--- src/rtl/adder_operand_sequencer_pkg.sv ---
// Shared types and defaults for the adder operand sequencer.
// Optional subtract mode is enabled with the OPSEQ_SUB_EN macro.
package opseq_pkg;

  localparam int unsigned WIDTH_DEF = 4;

  typedef enum logic [1:0] {
    LOAD_A = 2'd0,
    LOAD_B = 2'd1,
    CALC   = 2'd2,
    SHOW   = 2'd3
  } state_e;

endpackage

--- src/rtl/adder_operand_sequencer_if.sv ---
// Operand/result bus between the key/switch side and the sequencer.
// op_sub exists only when OPSEQ_SUB_EN is defined.
interface adder_operand_sequencer_if #(
  parameter int unsigned WIDTH = opseq_pkg::WIDTH_DEF
);

  logic             go;
  logic [WIDTH-1:0] data_in;
  logic             cin_in;
  logic [WIDTH-1:0] sum_in;
  logic             cout_in;
`ifdef OPSEQ_SUB_EN
  logic             op_sub;
`endif
  logic [WIDTH-1:0] a_out;
  logic [WIDTH-1:0] b_out;
  logic             cin_out;
  logic [WIDTH:0]   result;
  logic [1:0]       state;
  logic             done;

  modport slave (
    input  go, data_in, cin_in, sum_in, cout_in,
`ifdef OPSEQ_SUB_EN
    input  op_sub,
`endif
    output a_out, b_out, cin_out, result, state, done
  );

  modport master (
    output go, data_in, cin_in, sum_in, cout_in,
`ifdef OPSEQ_SUB_EN
    output op_sub,
`endif
    input  a_out, b_out, cin_out, result, state, done
  );

endinterface

--- src/rtl/adder_operand_sequencer_edge_sync.sv ---
// Two-flop synchronizer plus rising-edge detector for an asynchronous key level.
module edge_sync (
  input  logic clk,
  input  logic resetn,
  input  logic async_i,
  output logic pulse_c
);

  // [0],[1] synchronizer stages; [2] previous synchronized level
  logic [2:0] sync_q;
  logic [2:0] sync_d;

  // Shift the level in and flag a low-to-high transition of the synced level
  always_comb begin
    sync_d  = {sync_q[1:0], async_i};
    pulse_c = sync_q[1] & ~sync_q[2];
  end

  // Synchronizer and history flops
  always_ff @(posedge clk or negedge resetn) begin
    if (!resetn) sync_q <= 3'b000;
    else         sync_q <= sync_d;
  end

endmodule

--- src/rtl/adder_operand_sequencer.sv ---
// Captures A then B/carry-in on successive go presses, latches the external
// adder's result and holds it for display. OPSEQ_SUB_EN adds subtract mode.
module adder_operand_sequencer
  import opseq_pkg::*;
#(
  parameter int unsigned WIDTH = WIDTH_DEF
) (
  input logic                      clk,
  input logic                      resetn,
  adder_operand_sequencer_if.slave bus
);

  logic             go_p_c;
  state_e           state_q, state_d;
  logic [WIDTH-1:0] a_q, a_d;
  logic [WIDTH-1:0] b_q, b_d;
  logic             c_q, c_d;
  logic [WIDTH:0]   result_q, result_d;
  logic             done_q, done_d;

  edge_sync u_go_sync (
    .clk     (clk),
    .resetn  (resetn),
    .async_i (bus.go),
    .pulse_c (go_p_c)
  );

  // Next-state and capture logic; B is stored pre-inverted for subtract so
  // b_out/cin_out come straight from flops
  always_comb begin
    state_d  = state_q;
    a_d      = a_q;
    b_d      = b_q;
    c_d      = c_q;
    result_d = result_q;
    done_d   = done_q;
    case (state_q)
      LOAD_A: begin
        if (go_p_c) begin
          a_d     = bus.data_in;
          state_d = LOAD_B;
        end
      end
      LOAD_B: begin
        if (go_p_c) begin
`ifdef OPSEQ_SUB_EN
          if (bus.op_sub) begin
            b_d = ~bus.data_in;
            c_d = 1'b1;
          end else begin
            b_d = bus.data_in;
            c_d = bus.cin_in;
          end
`else
          b_d = bus.data_in;
          c_d = bus.cin_in;
`endif
          state_d = CALC;
        end
      end
      CALC: begin
        result_d = {bus.cout_in, bus.sum_in};
        done_d   = 1'b1;
        state_d  = SHOW;
      end
      SHOW: begin
        if (go_p_c) begin
          a_d      = '0;
          b_d      = '0;
          c_d      = 1'b0;
          result_d = '0;
          done_d   = 1'b0;
          state_d  = LOAD_A;
        end
      end
      default: state_d = LOAD_A;
    endcase
  end

  // State, operand and result registers
  always_ff @(posedge clk or negedge resetn) begin
    if (!resetn) begin
      state_q  <= LOAD_A;
      a_q      <= '0;
      b_q      <= '0;
      c_q      <= 1'b0;
      result_q <= '0;
      done_q   <= 1'b0;
    end else begin
      state_q  <= state_d;
      a_q      <= a_d;
      b_q      <= b_d;
      c_q      <= c_d;
      result_q <= result_d;
      done_q   <= done_d;
    end
  end

  assign bus.a_out   = a_q;
  assign bus.b_out   = b_q;
  assign bus.cin_out = c_q;
  assign bus.result  = result_q;
  assign bus.state   = 2'(state_q);
  assign bus.done    = done_q;

endmodule

--- src/flat_wrapper.sv ---
// flat-port wrapper written by rule: the top's interface ports become plain ports
module adder_operand_sequencer_flat import opseq_pkg::*;
#(
  parameter int unsigned WIDTH = WIDTH_DEF
)
  (clk, resetn, bus_go, bus_data_in, bus_cin_in, bus_sum_in, bus_cout_in, bus_a_out, bus_b_out, bus_cin_out, bus_result, bus_state, bus_done);
  adder_operand_sequencer_if #(.WIDTH(WIDTH)) bus_i ();
  input logic clk;
  input logic resetn;
  input wire logic [$bits(bus_i.go)-1:0] bus_go;
  input wire logic [$bits(bus_i.data_in)-1:0] bus_data_in;
  input wire logic [$bits(bus_i.cin_in)-1:0] bus_cin_in;
  input wire logic [$bits(bus_i.sum_in)-1:0] bus_sum_in;
  input wire logic [$bits(bus_i.cout_in)-1:0] bus_cout_in;
  output wire logic [$bits(bus_i.a_out)-1:0] bus_a_out;
  output wire logic [$bits(bus_i.b_out)-1:0] bus_b_out;
  output wire logic [$bits(bus_i.cin_out)-1:0] bus_cin_out;
  output wire logic [$bits(bus_i.result)-1:0] bus_result;
  output wire logic [$bits(bus_i.state)-1:0] bus_state;
  output wire logic [$bits(bus_i.done)-1:0] bus_done;
  assign bus_i.go = bus_go;
  assign bus_i.data_in = bus_data_in;
  assign bus_i.cin_in = bus_cin_in;
  assign bus_i.sum_in = bus_sum_in;
  assign bus_i.cout_in = bus_cout_in;
  assign bus_a_out = bus_i.a_out;
  assign bus_b_out = bus_i.b_out;
  assign bus_cin_out = bus_i.cin_out;
  assign bus_result = bus_i.result;
  assign bus_state = bus_i.state;
  assign bus_done = bus_i.done;
  adder_operand_sequencer #(.WIDTH(WIDTH)) u_core (.clk(clk), .resetn(resetn), .bus(bus_i));
endmodule
--- config.mk ---
export PLATFORM = sky130hd
export DESIGN_NAME = adder_operand_sequencer_flat
export DESIGN_NICKNAME = d
export VERILOG_FILES = /design/src/rtl/adder_operand_sequencer_pkg.sv /design/src/rtl/adder_operand_sequencer_if.sv /design/src/rtl/adder_operand_sequencer_edge_sync.sv /design/src/rtl/adder_operand_sequencer.sv /design/src/flat_wrapper.sv
export SDC_FILE = /design/constraint.sdc
export NUM_CORES = 1
export LEC_CHECK = 0
export BUFFER_PORTS_ARGS = -buffer_cell sky130_fd_sc_hd__buf_4
export CAP_MARGIN = 20
export CORE_ASPECT_RATIO = 1.1
export CORE_MARGIN = 2
export CORE_UTILIZATION = 30
export DETAILED_ROUTE_END_ITERATION = 12
export PLACE_DENSITY = 0.5
export SLEW_MARGIN = 20
export SYNTH_ARGS = -nofsm -noshare
export SYNTH_HDL_FRONTEND = slang
export SYNTH_SLANG_ARGS = --single-unit
--- constraint.sdc ---
create_clock -name clk -period 1.55 [get_ports clk]
set_clock_uncertainty 0.05 [all_clocks]
set_input_delay 0.3875 -clock clk [delete_from_list [all_inputs] [get_ports clk]]
set_output_delay 0.3875 -clock clk [all_outputs]
set_load 0.005 [all_outputs]
==> impl_metrics.csv <==
group,metric,value,unit
synth,commonest_register_cell_after_synthesis,"sky130_fd_sc_hd__dfrtp_1",
layout,final_cell_mix,"sky130_fd_sc_hd__buf_4, sky130_fd_sc_hd__dfrtp_1, sky130_fd_sc_hd__o21ai_0",
sta,final.min_clock_period,1480,ps
synth,synth_simple_gate_area_share,12.5,%
layout,mostFrequentLayoutCell,"sky130_fd_sc_hd__buf_4",
job,max_cap_viol_count,0,
pwr,p_per_area,2070,nW/um2
synth,synth.cell_area,991,um2
critical_path,cp_data_required_time,1700,ps
sta,worst-slew-pin-transition,257,ps
detailed_routing,post-route-drc-count,4,
min_path,hold_depth,1,
layout,synthToLayoutAreaGrowth,35.9,%
synth,synth.area.mux_share,16.8,%
sta,final-max-slew-violation-count,0,
sta,setup_viol,0,
synth,dominant_combinational_cell_family_by_area_after_synthesis,"multiplexers",
floorplan,initial_utilization,32.0,%
clocking,numCtsBuffers,3,
clocking,clkSinkCount,20,
floorplan,die_w,58.8,um
layout,layout_cells_sized_above_1,45.3,%
synth,synthArstFlopShare,100,%
synth,syn_inst,84,
critical_path,critPathCaptureType,"flop",
synth,synth.ff_latch_count,20,
sta,fin_crit_sh,95.4,%
synth,synth.yosys.warnings,0,
placed_design,dp.final_hpwl,1500,um
clocking,buffer_type_at_the_clock_tree_root,"sky130_fd_sc_hd__clkbuf_4",
critical_path,startpoint_type,"flop",
pwr,ir_drop,0.733,mV
clocking,worst_setup_hold_path_clk_slew,120,ps
layout,finish.net_count,137,
critical_path,crit_path_max_fanout,5,
placed_design,placer_s_final_routability_congestion_estimate,0.750,
layout,n_antenna_cell,0,
detailed_routing,wl_per_cell,13.2,um
synth,xor_and_xnor_area_share_after_synthesis,0,%
detailed_routing,wirelength,1990,um
synth,yosys.area_share.adder,7.58,%
synth,compound_cell_area_share_of_the_yosys_netlist,8.46,%
placed_design,numPortBuffers,29,
grt,groute.usage.overall,11.0,%
clocking,cts_max_path_buffers,2,
synth,post_synth.cell_area_avg,11.8,um2
synth,synth.lib_cells_used.distinct,19,
min_path,min_delay_worst_endpoint,"u_core.u_go_sync.sync_q[0]$_DFF_PN0_",
floorplan,core_area,3100,um2
critical_path,arrival,1630,ps
min_path,hp-start,"bus_go",
pwr,p_leak,0.642,nW
synth,post-synth-top-area-fraction,50.5,%
grt,grt_antenna_before_repair,0,
critical_path,worst-r2r-setup-slack,70,ps
floorplan,die_area,3780,um2
sta,rsz0062_at_grt,"yes",
critical_path,r2r_cells,4,
run_status,violations,"design-rule violations",
min_path,min_path_type,"input pin to flop",
floorplan,design.portCount,30,
detailed_routing,dr_total_vias,713,
sta,fmaxAchievable,0.676,GHz
placed_design,dpl.cell_count,145,
sta,final_hold_viol_count,0,
detailed_routing,route.antenna.remaining_nets,0,
grt,grt_max_degree,22,
sta,timing.slew.headroom,82.9,%
grt,globalRoute.totalOverflow,0,
synth,ys_top_cells_by_area,"sky130_fd_sc_hd__dfrtp_1, sky130_fd_sc_hd__mux2i_1, sky130_fd_sc_hd__ha_1",
synth,netlist.top_cell.by_area,"sky130_fd_sc_hd__dfrtp_1",
floorplan,die-height,64.3,um
critical_path,r2r_end,"u_core.bus.b_out[2]$_DFFE_PN0P_",
floorplan,floorplan.rows,21,
synth,number_of_nets_in_the_synthesized_netlist,103,
detailed_routing,route.detailed.vias_per_inst,4.72,
critical_path,crit_type,"flop to flop",
clocking,htree_num_levels,1,
detailed_routing,dr.first_iter.drc_count,30,
synth,synth-seq-area-share,50.5,%
layout,stdcell_count,151,
sta,finalSetupTns,0,ps
clocking,tritoncts,"done",
grt,grt_first_pass_wirelength,3170,um
detailed_routing,detailedRoute.firstPassIterationCount,8,
grt,first_global_vias,711,
clocking,clock_insertion_delay_worst_skew,300,ps
run_status,outcome,"finished, violations left",
critical_path,regToRegStartpoint,"u_core.bus.state[0]$_DFFE_PN0P_",
synth,synth-edff-count,0,
## critical path, cell delays in order, from the launching register on
cell                      delay, ps
sky130_fd_sc_hd__dfrtp_2        470
sky130_fd_sc_hd__ha_2           220
sky130_fd_sc_hd__nor2_1         130
sky130_fd_sc_hd__o22a_4         200
sky130_fd_sc_hd__mux2_4         300
## synth_stat cells (all sizes together), types with 3 or more instances
cell type   n
buf         4
dfrtp      20
ha          6
inv         3
mux2        6
mux2i       8
nand3       8
nor2        4
nor2b       7
o21ai      12
## state kept, by name, indices dropped and copies added (netlist names)
name and cells:
u_core.u_go_sync.sync_q 3, u_core.bus.b_out 4, u_core.bus.result 5, u_core.bus.a_out 4, u_core.bus.state 2, u_core.bus.done 1
u_core.bus.cin_out 1
## how the worst max path moves through the flow
stage	slack, ps	depth (start not counted)	endpoint	startpoint
after global placement	40	5	u_core.bus.b_out[0]$_DFFE_PN0P_	u_core.bus.state[1]$_DFFE_PN0P_
after CTS	10	5	u_core.bus.b_out[2]$_DFFE_PN0P_	u_core.bus.state[1]$_DFFE_PN0P_
after global routing	-3	4	u_core.bus.state[1]$_DFFE_PN0P_	u_core.bus.state[0]$_DFFE_PN0P_
final	70	4	u_core.bus.b_out[2]$_DFFE_PN0P_	u_core.bus.state[0]$_DFFE_PN0P_
after detailed placement	8	5	u_core.bus.b_out[3]$_DFFE_PN0P_	u_core.bus.state[1]$_DFFE_PN0P_
after floorplan	40	5	u_core.bus.state[1]$_DFFE_PN0P_	u_core.bus.state[0]$_DFFE_PN0P_
## where the power goes
group | leakage [nW] | switching [mW] | internal (mW)
registers | 0.240 | 0.162 | 0.748
clock network | 0.0279 | 0.170 | 0.261
logic | 0.374 | 0.581 | 0.862
total | 0.642 | 0.914 | 1.87
## layout make-up
cell class	instances	area [um2]
Fill cell	313	1750
Sequential cell	20	503
Multi-Input combinational cell	56	460
Timing Repair Buffer	34	274
Tap cell	34	42.5
Clock inverter	1	30.0
Clock buffer	3	22.5
Inverter	3	13.8
## per-stage QoR
step / cell area [um2] / setup WS (ps) / util (%) / power, mW / hold WS, ps
2_1_floorplan: 991 / 43.9 / - / 1.72 / 41.9
3_3_place_gp: 1260 / 43.4 / 40.5 / 2.27 / 233
3_5_place_dp: 1260 / 7.98 / 40.5 / 2.31 / 238
4_1_cts: 1330 / 14.6 / 42.8 / 2.77 / 124
5_1_grt: 1350 / -3.24 / 43.4 / 3.00 / 125
6_report: 1350 / 71.5 / 43.4 / 2.79 / 128
## routing by layer
layer | vias to the layer above | track usage (%) | wire, um
li1 | 351 | - | -
met1 | 332 | 14.0 | 927
met2 | 26 | 18.1 | 899
met3 | 4 | 2.83 | 138
met4 | 0 | 3.41 | 25
met5 | - | 0 | 0
## what timing repair did
item                       in CTS  in global routing
setup endpoints to repair       5                 10
hold endpoints to repair       20                  0
pin swaps                       0                  1
setup buffers                   1                  0
hold buffers                    1                  0
gates resized for setup         0                 10
## logic make-up after synthesis
family                   Yosys count
AO/OA/AOI/OAI                     14
buffers and inverters              8
flip-flops                        20
multiplexers                      14
adder cells (fa/ha/maj)            6
AND/OR/NAND/NOR                   22
No activity file was read; power rests on OpenSTA's default activity.
